==> src/rtl/mem_miss_arbiter.sv <==
// mem_miss_arbiter: collects I$ and D$ miss requests and sends them one at a
// time to a single memory port, choosing between the two caches in turn when
// both are waiting. Each cache can have one outstanding miss.
// The memory response is steered back to the cache that made the request.
// A watchdog turns a response that never arrives into a bus-error response.
// Optional feature: define MEM_ARB_PERF_EN to add saturating perf counters.
module mem_miss_arbiter #(
  parameter int TIMEOUT_CYCLES     = 256,
  parameter int CNT_WIDTH          = 16,
  parameter int REQ_WIDTH          = 64,
  parameter int THR_PER_CORE_WIDTH = 2,
  parameter int DCACHE_LINE_WIDTH  = 512
) (
  input  logic                          clock,
  input  logic                          reset_n,
  input  logic                          ic_req_valid,
  input  logic [REQ_WIDTH-1:0]          ic_req_info,
  input  logic [THR_PER_CORE_WIDTH-1:0] ic_thread_id,
  input  logic                          dc_req_valid,
  input  logic [REQ_WIDTH-1:0]          dc_req_info,
  input  logic [THR_PER_CORE_WIDTH-1:0] dc_thread_id,
  output logic                          mem_req_valid,
  output logic [REQ_WIDTH-1:0]          mem_req_info,
  input  logic                          mem_req_ready,
  input  logic                          mem_rsp_valid,
  input  logic [DCACHE_LINE_WIDTH-1:0]  mem_rsp_data,
  input  logic                          mem_rsp_error,
  output logic                          ic_rsp_valid,
  output logic                          dc_rsp_valid,
  output logic [DCACHE_LINE_WIDTH-1:0]  rsp_data,
  output logic [THR_PER_CORE_WIDTH-1:0] rsp_thread_id,
  output logic                          rsp_bus_error,
`ifdef MEM_ARB_PERF_EN
  output logic [CNT_WIDTH-1:0]          perf_ic_reqs,
  output logic [CNT_WIDTH-1:0]          perf_dc_reqs,
  output logic [CNT_WIDTH-1:0]          perf_timeouts,
  output logic [CNT_WIDTH-1:0]          perf_wait_cycles,
`endif
  output logic                          ovr_ic,
  output logic                          ovr_dc
);

  typedef enum logic [1:0] {ST_IDLE, ST_ISSUE, ST_WAIT, ST_RESP} state_t;

  localparam logic [CNT_WIDTH-1:0] WD_LIMIT =
    (TIMEOUT_CYCLES == 0) ? '0 : CNT_WIDTH'(TIMEOUT_CYCLES - 1);

  state_t                          state_reg;
  logic                            pending_ic_reg, pending_dc_reg;
  logic [REQ_WIDTH-1:0]            ic_info_reg, dc_info_reg;
  logic [THR_PER_CORE_WIDTH-1:0]   ic_thr_reg, dc_thr_reg;
  logic                            rr_dc_reg;     // 1: D$ wins the next tie
  logic                            grant_dc_reg;  // source of the in-flight access
  logic [CNT_WIDTH-1:0]            wd_cnt_reg;

  logic free_ic, free_dc, pick_dc, timeout_hit;

  // The granted source's slot frees in the RESP cycle; a new miss may refill it on the same edge.
  assign free_ic     = (state_reg == ST_RESP) && !grant_dc_reg;
  assign free_dc     = (state_reg == ST_RESP) &&  grant_dc_reg;
  assign pick_dc     = pending_dc_reg && (!pending_ic_reg || rr_dc_reg);
  assign timeout_hit = (TIMEOUT_CYCLES != 0) && (wd_cnt_reg == WD_LIMIT);

  // Capture one outstanding miss per source; drop (and flag) a pulse while the slot is busy.
  always_ff @(posedge clock or negedge reset_n) begin
    if (!reset_n) begin
      pending_ic_reg <= 1'b0;
      pending_dc_reg <= 1'b0;
      ic_info_reg    <= '0;
      dc_info_reg    <= '0;
      ic_thr_reg     <= '0;
      dc_thr_reg     <= '0;
      ovr_ic         <= 1'b0;
      ovr_dc         <= 1'b0;
    end else begin
      if (ic_req_valid && (!pending_ic_reg || free_ic)) begin
        ic_info_reg    <= ic_req_info;
        ic_thr_reg     <= ic_thread_id;
        pending_ic_reg <= 1'b1;
      end else begin
        if (free_ic)      pending_ic_reg <= 1'b0;
        if (ic_req_valid) ovr_ic         <= 1'b1;
      end
      if (dc_req_valid && (!pending_dc_reg || free_dc)) begin
        dc_info_reg    <= dc_req_info;
        dc_thr_reg     <= dc_thread_id;
        pending_dc_reg <= 1'b1;
      end else begin
        if (free_dc)      pending_dc_reg <= 1'b0;
        if (dc_req_valid) ovr_dc         <= 1'b1;
      end
    end
  end

  // Arbitration / issue / wait / respond sequencer with registered outputs.
  always_ff @(posedge clock or negedge reset_n) begin
    if (!reset_n) begin
      state_reg     <= ST_IDLE;
      rr_dc_reg     <= 1'b1;
      grant_dc_reg  <= 1'b0;
      wd_cnt_reg    <= '0;
      mem_req_valid <= 1'b0;
      mem_req_info  <= '0;
      ic_rsp_valid  <= 1'b0;
      dc_rsp_valid  <= 1'b0;
      rsp_data      <= '0;
      rsp_thread_id <= '0;
      rsp_bus_error <= 1'b0;
    end else begin
      case (state_reg)
        ST_IDLE: begin
          if (pending_ic_reg || pending_dc_reg) begin
            if (pending_ic_reg && pending_dc_reg) rr_dc_reg <= !rr_dc_reg;
            grant_dc_reg  <= pick_dc;
            mem_req_valid <= 1'b1;
            mem_req_info  <= pick_dc ? dc_info_reg : ic_info_reg;
            state_reg     <= ST_ISSUE;
          end
        end
        ST_ISSUE: begin
          if (mem_req_ready) begin
            mem_req_valid <= 1'b0;
            wd_cnt_reg    <= '0;
            state_reg     <= ST_WAIT;
          end
        end
        ST_WAIT: begin
          if (mem_rsp_valid || timeout_hit) begin
            rsp_data      <= mem_rsp_valid ? mem_rsp_data : '0;
            rsp_bus_error <= mem_rsp_valid ? mem_rsp_error : 1'b1;
            rsp_thread_id <= grant_dc_reg ? dc_thr_reg : ic_thr_reg;
            ic_rsp_valid  <= !grant_dc_reg;
            dc_rsp_valid  <= grant_dc_reg;
            state_reg     <= ST_RESP;
          end else if (wd_cnt_reg != '1) begin
            wd_cnt_reg <= wd_cnt_reg + 1'b1;
          end
        end
        default: begin
          ic_rsp_valid  <= 1'b0;
          dc_rsp_valid  <= 1'b0;
          rsp_bus_error <= 1'b0;
          state_reg     <= ST_IDLE;
        end
      endcase
    end
  end

`ifdef MEM_ARB_PERF_EN
  // Saturating performance counters.
  always_ff @(posedge clock or negedge reset_n) begin
    if (!reset_n) begin
      perf_ic_reqs     <= '0;
      perf_dc_reqs     <= '0;
      perf_timeouts    <= '0;
      perf_wait_cycles <= '0;
    end else begin
      if (state_reg == ST_ISSUE && mem_req_ready) begin
        if (!grant_dc_reg && perf_ic_reqs != '1) perf_ic_reqs <= perf_ic_reqs + 1'b1;
        if (grant_dc_reg && perf_dc_reqs != '1)  perf_dc_reqs <= perf_dc_reqs + 1'b1;
      end
      if (state_reg == ST_WAIT && !mem_rsp_valid && timeout_hit && perf_timeouts != '1)
        perf_timeouts <= perf_timeouts + 1'b1;
      if ((state_reg == ST_ISSUE || state_reg == ST_WAIT) && perf_wait_cycles != '1)
        perf_wait_cycles <= perf_wait_cycles + 1'b1;
    end
  end
`endif

endmodule
==> config.mk <==
export PLATFORM = sky130hd
export DESIGN_NAME = mem_miss_arbiter
export DESIGN_NICKNAME = d
export VERILOG_FILES = /design/src/rtl/mem_miss_arbiter.sv
export SDC_FILE = /design/constraint.sdc
export NUM_CORES = 1
export LEC_CHECK = 0
export ABC_AREA = 1
export ABC_CLOCK_PERIOD_IN_PS = 2400
export CAP_MARGIN = 20
export CORE_AREA = 2 2 483 485
export DETAILED_ROUTE_END_ITERATION = 12
export DIE_AREA = 0 0 485 487
export SETUP_SLACK_MARGIN = 0.15
export SLEW_MARGIN = 20
export SYNTH_ARGS = -nofsm -noshare
export SYNTH_HDL_FRONTEND = slang
export SYNTH_SLANG_ARGS = --single-unit
==> constraint.sdc <==
create_clock -name clock -period 2.4 [get_ports clock]
set_input_delay 0.6 -clock clock [delete_from_list [all_inputs] [get_ports clock]]
set_output_delay 0.6 -clock clock [all_outputs]
set_load 0.005 [all_outputs]
==> impl_metrics.yaml, run 1 <==
placement:
  portBuffers: 1234
  dp_hpwl_mm: 151
  post-place-ws_ns: 0.118
  gp_congestion: 0.917
setup_path:
  worstSetupPathType: "register to output pin"
  cpPeakStageDelay_ns: 0.52
  worstSetupStartpointType: "register"
  required_ns: 1.80
  crit_path_end_kind: "output pin"
  slowest_stage: "clkdlybuf4s15_1"
  arrival_ns: 1.60
  path_cells: "clkdlybuf4s15_1"
  cp_num_buf_inv: 1
  critPathTopFamily: "buffers and inverters"
  critPathMaxFanout: 2
layout:
  largest_reg_flops: 512
  most-common-layout-cells: "1185 x nand2_1, 729 x dfrtp_1, 659 x clkdlybuf4s50_1"
  final_common_cell: "nand2_1"
  regMostFlops: "rsp_data"
  nNetsFinal: 5020
  syn_to_final_growth_pct: 66.2
  final_layout_size_suffix_gt1_share_pct: 12.1
synthesis:
  synth_area_mm2: 0.0294
  ys_warn_count: 0
  synthArstFlopShare_pct: 100
  ys_types: 25
  synth_area_per_cell_um2: 9.49
  syn_nets: 3760
  synth_edf_count: 0
  ys_ff_latch: 738
  synthCells: 3104
  synthFlopType: "dfrtp_1"
  yosysSeqAreaShare_pct: 62.7
pwr:
  powerDensity_mw_per_mm2: 1260
  vdd_drop_max_mv: 0.766
  p_leak_nw: 23.4
hold_path:
  hp-class: "primary input to register"
global_route:
  grt_use_total_pct: 14.9
  grt_pass1_vias: 28300
  grt_max_degree: 161
  antenna_found_initial: 100
  grt.overflow.total: 0
  grt_pass1_wl_mm: 243
drt:
  firstDrtPassIters: 8
  viasPerCell: 3.73
  wire_per_inst_um: 24.7
  routed_wirelength_mm: 185
  ant_nets: 0
  vias: 28000
  drt_iter0_markers: 1699
  drc: 0
clocking:
  insertion_delay_ns: 0.75
  clock-sinks: 738
  h-tree-depth: 3
  path_clk_slew_ns: 0.06
  cts_buffer_depth: 3
  cts_tree: "yes"
  cts_root_buf: "clkbuf_16"
  cts_buffers: 91
outcome:
  status: "completed"
sta:
  max_freq_mhz: 454
  post-route-period-util_pct: 91.9
  max_slew.worst_pin.slew_ns: 0.924
  slew_headroom_pct: 38.4
  rsz0062_at_grt: "yes"
  timing.final.max_slew_violations: 0
  fin_setup_tns_ns: 0
  finalHoldViolations: 0
  setup_ws_ns: 0.196
  finalSetupViolations: 0
  skew_ns: 0.0706
  fin_crit_ns: 2.20
floorplanning:
  pin_count: 1235
  core_mm2: 0.231
  placementRows: 177
  design.die.area_mm2: 0.236
  die_x_um: 485
  die_h_um: 487
  initial_core_util_pct: 12.7
run:
  cap_violations: 0
-- synth_stat cells, types with 3 or more instances --
master	instances	area [um2]
nand3_1	521	2610
nor2_1	96	360
buf_6	16	180
inv_1	35	131
nand2_1	1190	4470
a21oi_1	139	696
buf_2	53	265
clkbuf_1	139	522
nand2_2	3	18.8
xor2_1	9	78.8
inv_2	4	15.0
dfrtp_1	737	18400
mux2_2	124	1400
nand4_1	4	25.0
ha_1	5	62.6
buf_1	8	30.0
o21ai_0	10	50.1
-- power breakdown --
| part | leakage [nW] | switching [W] | internal (W) |
|---|---|---|---|
| Combinational | 12.9 | 0.0153 | 0.0107 |
| Clock | 1.48 | 0.00609 | 0.00797 |
| Sequential | 9.09 | 0.00346 | 0.0183 |
| Total | 23.4 | 0.0249 | 0.0370 |
-- layout make-up --
type                    count  area (um2)
diodes                     22        55.1
clock buffers             118        2480
clock inverters            49         587
fillers                 25300      182000
inverters                  39         146
multi-input cells        2112        9910
flip-flops and latches    738       18500
well taps                3043        3810
repair buffers           1382       13500
-- stage by stage --
step / total power (W) / cell area, um2 / cells / hold WS [ns] / util [%]
floorplan: 0.0312 / 29400 / 3104 / 0.304 / -
global placement: 0.0502 / 45900 / 7283 / 0.452 / 19.8
detailed placement: 0.0507 / 45900 / 7283 / 0.457 / 19.8
CTS: 0.0626 / 48600 / 7468 / 0.274 / 21.0
global route: 0.0662 / 48900 / 7496 / 0.349 / 21.1
finish: 0.0618 / 48900 / 7503 / 0.391 / 21.1
-- repair_timing --
action | in CTS | in global routing
endpoints found under the setup margin | 569 | 468
pin swaps | 0 | 2
resized for setup | 745 | 31
setup buffers | 17 | 5
hold buffers | 1 | 0
endpoints found under the hold margin | 5 | 0
cloned | 0 | 8
-- per-layer routing --
metal / wire, um / vias to the layer above / global-route usage (%)
met3: 21700 / 331 / 7.50
met2: 88100 / 1281 / 24.9
met4: 6770 / 30 / 5.98
li1: - / 12600 / -
met1: 68300 / 13700 / 16.0
met5: 181 / - / 0
-- worst paths after layout --
| check | endpoint | cells past startpoint | slack, ns | from |
|---|---|---|---|---|
| max | rsp_data[119] | 1 | 0.20 | rsp_data[119] |
| min | rsp_bus_error | 4 | 0.39 | mem_rsp_valid |
| max reg2reg | dc_info_reg[60] | 6 | 0.29 | state_reg[1] |
| min reg2reg | rsp_data[453] | 2 | 0.46 | rsp_data[453] |
| max in group asynchronous | rsp_data[89] | 3 | 0.93 | reset_n |
| min in group asynchronous | rsp_data[172] | 2 | 0.40 | reset_n |
-- cells by family after synthesis --
kind of cell / share of synthesized area (%)
and+or+nand+nor: 25.5
adders and majority gates: 0.212
buffers and inverters: 3.88
AOI/OAI and AO/OA: 2.62
muxes: 4.74
xor gates and xnor gates: 0.327
DFF: 62.7
(Power assumes the default switching activity.)
==> run 2: changes to the inputs <==
CAP_MARGIN = 5   (was 20)
==> results of run 2 <==
Final layout, timing and power as in run 1 (identical DEF).
